--- config.mk ---
export PLATFORM = sky130hd
export DESIGN_NAME = round_sequencer
export DESIGN_NICKNAME = d
export VERILOG_FILES = /design/src/rtl/round_sequencer.sv
export SDC_FILE = /design/constraint.sdc
export NUM_CORES = 1
export LEC_CHECK = 0
export ABC_AREA = 1
export CORE_AREA = 4 4 41 43
export DETAILED_ROUTE_END_ITERATION = 16
export DIE_AREA = 0 0 45 47
export PLACE_DENSITY = 0.59
export SYNTH_ARGS = -nofsm -noshare
export SYNTH_HDL_FRONTEND = slang
export SYNTH_SLANG_ARGS = --single-unit
--- constraint.sdc ---
create_clock -name clock_i -period 1.4 [get_ports clock_i]
set_input_delay 0.42 -clock clock_i [delete_from_list [all_inputs] [get_ports clock_i]]
set_output_delay 0.42 -clock clock_i [all_outputs]
set_load 0.005 [all_outputs]
--- src/rtl/round_sequencer.sv ---
// Round controller for the Ascon permutation: sequences p^a / p^b passes,
// produces the round-constant index (UNROLL rounds per enabled cycle) and
// the first/last strobes used for input selection and the XOR stages.
module round_sequencer #(
  parameter int ROUNDS_A = 12,
  parameter int ROUNDS_B = 6,
  parameter int UNROLL   = 1,
  parameter int CW       = 4
) (
  input  logic          clock_i,
  input  logic          resetb_i,
  input  logic          start_i,
  input  logic          mode_i,
  input  logic          hold_i,
  input  logic          abort_i,
  output logic [CW-1:0] round_o,
  output logic          ena_reg_o,
  output logic          first_o,
  output logic          last_o,
  output logic          busy_o,
  output logic          done_o,
  output logic          mode_o
);

  // Parameter sanity: a pass must be a whole number of enabled cycles and
  // every round index must fit in round_o.
  if ((ROUNDS_A % UNROLL) != 0 || (ROUNDS_B % UNROLL) != 0) begin : g_bad_unroll
    $error("round_sequencer: UNROLL must divide ROUNDS_A and ROUNDS_B");
  end
  if (ROUNDS_B < 1 || ROUNDS_B > ROUNDS_A) begin : g_bad_rounds_b
    $error("round_sequencer: need 1 <= ROUNDS_B <= ROUNDS_A");
  end
  if ((1 << CW) <= ROUNDS_A) begin : g_bad_cw
    $error("round_sequencer: CW too narrow for ROUNDS_A");
  end

  localparam logic [CW-1:0] START_A = '0;
  localparam logic [CW-1:0] START_B = CW'(ROUNDS_A - ROUNDS_B);
  localparam logic [CW-1:0] STEP    = CW'(UNROLL);
  // Index of the first round in the final enabled cycle of any pass.
  localparam logic [CW-1:0] LAST    = CW'(ROUNDS_A - UNROLL);

  typedef enum logic [1:0] {
    IDLE = 2'd0,
    RUN  = 2'd1,
    DONE = 2'd2
  } state_t;

  state_t        state, state_nxt;
  logic [CW-1:0] count, count_nxt;
  logic          mode_q, mode_nxt;
  logic [CW-1:0] start_idx;
  logic          run;

  // Start index of the currently latched pass (p^b ends where p^a ends).
  assign start_idx = mode_q ? START_B : START_A;
  assign run       = (state == RUN);

  // State, count and latched mode registers.
  always_ff @(posedge clock_i or negedge resetb_i) begin
    if (!resetb_i) begin
      state  <= IDLE;
      count  <= '0;
      mode_q <= 1'b0;
    end else begin
      state  <= state_nxt;
      count  <= count_nxt;
      mode_q <= mode_nxt;
    end
  end

  // Next-state logic; abort wins over start and hold and leaves count alone.
  always_comb begin
    state_nxt = state;
    count_nxt = count;
    mode_nxt  = mode_q;
    case (state)
      IDLE, DONE: begin
        state_nxt = IDLE;
        if (start_i) begin
          state_nxt = RUN;
          count_nxt = mode_i ? START_B : START_A;
          mode_nxt  = mode_i;
        end
      end
      RUN: begin
        if (!hold_i) begin
          count_nxt = count + STEP;
          if (count == LAST) state_nxt = DONE;
        end
      end
      default: state_nxt = IDLE;
    endcase
    if (abort_i) begin
      state_nxt = IDLE;
      count_nxt = count;
      mode_nxt  = mode_q;
    end
  end

  // Outputs: decoded from state/count; only hold_i reaches the strobes
  // combinationally so a stall takes effect in the same cycle.
  always_comb begin
    ena_reg_o = run & ~hold_i;
    first_o   = run & ~hold_i & (count == start_idx);
    last_o    = run & ~hold_i & (count == LAST);
    busy_o    = run;
    done_o    = (state == DONE);
    round_o   = count;
    mode_o    = mode_q;
  end

endmodule

==> qor.yml <==
status: "finished with violations"
failed_checks: "negative setup slack"
rows: 13
peakVddDrop_v: 0.000748
p_int_uw: 620
ys_top_cells_by_area: "dfrtp_1 (40%), nand2_1 (20%), nor2_1 (7.8%)"
timing.rr.end: "state[0]"
seqPwrFrac_pct: 28.9
path_max_fanout: 3
grtUsageTotal_pct: 15.7
clkSinkCount: 7
setup_ws_ps: -219
route.met2.wl_microns: 747
cts_hold_buf: 0
areaGrowthSynthToFinish_pct: 108
hpwlAfterDp_microns: 954
whs_ps: 436
fin_nets: 115
finalSetupViolCount: 7
p_comb_share_pct: 50.2
cellPowerDensity_mw_per_mm2: 1030
synth_warnings: 0
cap_violations: 0
vias: 572
p_sw_share_pct: 32.9
yosys.cell_types.count: 14
routed.top_layer: "met4"
place_ws_ps: -699
coreArea_sq_mm: 0.00130
grt_overflow: 0
finalCriticalPeriod_ps: 1620
path_clk_slew_ps: 60
crit_family: "flip-flops"
reg2reg_from: "round_o[0]"
die_x_microns: 45
rsz0062_at_grt: "yes"
worst_path_max_delay_cell: "dfrtp_1"
ys_seq_area_share_pct: 40.5
totalWireLength_microns: 1450
p_total_uw: 924
pwr-share-clk_pct: 21.0
p_leak_nw: 0.482
cp-endpoint: "first_o"
drt_iter0_drc: 13
syn_inst: 61
fin_skew_ps: 0.661
netlist_area_sq_um: 433
antenna_found_initial: 0
viasPerCell: 4.69
cp.depth: 5
cpPeakStageDelay_ps: 390
first_global_vias: 582
criticalPathCategory: "reg2out"
netlist_top_cells_count: "nand2_1 (23), nor2_1 (9), dfrtp_1 (7)"
routed-wl-met3_microns: 54
die_h_microns: 47
crit_required_ps: 980
ys_async_sr_fraction_pct: 100
arrival_ps: 1200
grt_max_degree: 8
layout.cells.non_filler: 122
cts_tree: "built"
maxSlewHeadroom_pct: 76.3
ys_ff_latch: 7
worstSetupEndpointType: "output pin"
rrSetupSlack_ps: 150
worst_slew_pin_slew_ps: 354
m1WireLength_microns: 630
power_switching_uw: 304
dr.pass1.iters: 4
slew_violations: 0
wire_per_inst_microns: 11.9
hp-class: "in2async"
synth_nets: 68
cts_buffer_depth: 2
initial_core_util_pct: 33.3
max_freq_ghz: 0.618
clk_latency_ps: 260
synth_edf_count: 0
drive_gt1_share_pct: 52.3
port_buffers: 15
dp_cells: 105
drt_drc_violations_left: 0
synth.most_common_cell: "nand2_1"
synth_ff_type: "dfrtp_1"
cts-buffers-inserted: 3
ant_nets: 0
rr_worst_depth: 7
diodes: 0
fin_setup_tns_ps: -661
cp-startpoint: "round_o[2]"
clock-root-buffer: "clkbuf_4"
critPathBufInv: 2
routabilityCongestion: 0.755
fin_crit_sh_pct: 116
grt_pass1_wl_microns: 2390
die_area_sq_mm: 0.00212
synth_area_per_cell_sq_um: 7.10
io_pins: 16
start_kind: "flip-flop"
synth_top_area_cell: "dfrtp_1"
path_cells: "buf_4 -> nor2_1 -> o21ai_0 -> nor2_2 -> buf_2"
cts.htree.levels: 1
hold_viol: 0
synth_top_cell_area_share_pct: 40.5
worst min-delay path by stage:
stage and end:
3_5_place_dp mode_o, 3_3_place_gp mode_o, 5_1_grt round_o[0], 2_1_floorplan mode_o, 6_report state[0], 4_1_cts round_o[0]
metrics by stage:
stage / cell area (sq um) / util (%)
6_report: 898 / 69.0
5_1_grt: 898 / 69.0
4_1_cts: 863 / 66.3
3_5_place_dp: 707 / 54.3
3_3_place_gp: 707 / 54.3
2_1_floorplan: 433 / -
flip-flops by register name, summed over array words and instances, names as in the netlist:
register	flops
mode_o	1
round_o	4
state	2
worst reg2reg max path, delay by kind of cell (launching register included):
| family | cells | cell delay (ps) |
|---|---|---|
| DFF | 1 | 400 |
| buffers and inverters | 3 | 380 |
| and+or+nand+nor | 3 | 200 |
| adders and majority gates | 1 | 150 |
power by group through the flow:
stage / combinational (mW) / clock, mW / sequential [mW]
after global placement: 0.333 / 0 / 0.265
final: 0.463 / 0.194 / 0.267
after floorplan: 0.113 / 0 / 0.279
after detailed placement: 0.336 / 0 / 0.264
after CTS: 0.411 / 0.198 / 0.257
after global routing: 0.506 / 0.214 / 0.271
area by class of cell:
| class | count | area [sq um] |
|---|---|---|
| inverters | 6 | 25.0 |
| fillers | 109 | 403 |
| repair buffers | 42 | 370 |
| clock buffers | 4 | 26.3 |
| flip-flops and latches | 7 | 175 |
| multi-input cells | 48 | 283 |
| well taps | 15 | 18.8 |
layer usage:
layer	vias up	GRT usage, %
met2	10	29.1
met5	-	0
li1	284	-
met4	0	7.02
met3	2	2.68
met1	276	17.5
kinds of logic (layout without fill, tap and decap cells):
logic type,Yosys count,in the layout,share of synthesized area [%]
AO/OA/AOI/OAI,2,2,2.31
buffers and inverters,6,52,5.20
adder cells (fa/ha/maj),1,1,2.89
AND/OR/NAND/NOR,45,45,49.1
flip-flops,7,7,40.5
what timing repair did:
action,CTS,global route
buffers inserted,15,6
endpoints found under the setup margin,10,14
gates resized for setup,57,17
pin swaps,6,5
cells in the final DEF (no fill, tap or decap):
cell,n
clkdlybuf4s50_1,4
ha_4,1
clkbuf_4,3
nor3_2,1
nor2_2,2
inv_1,3
clkbuf_1,1
dlygate4sd2_1,1
nand4_1,1
nand2_2,2
buf_2,3
clkbuf_2,2
o21ai_1,1
nand2_1,21
nand2_4,4
o21ai_0,1
inv_4,1
buf_4,17
nor2_1,5
buf_6,15
nand3_1,6
nor2_4,3
dfrtp_1,7
inv_2,2
Power figures use the tool's default switching activity.
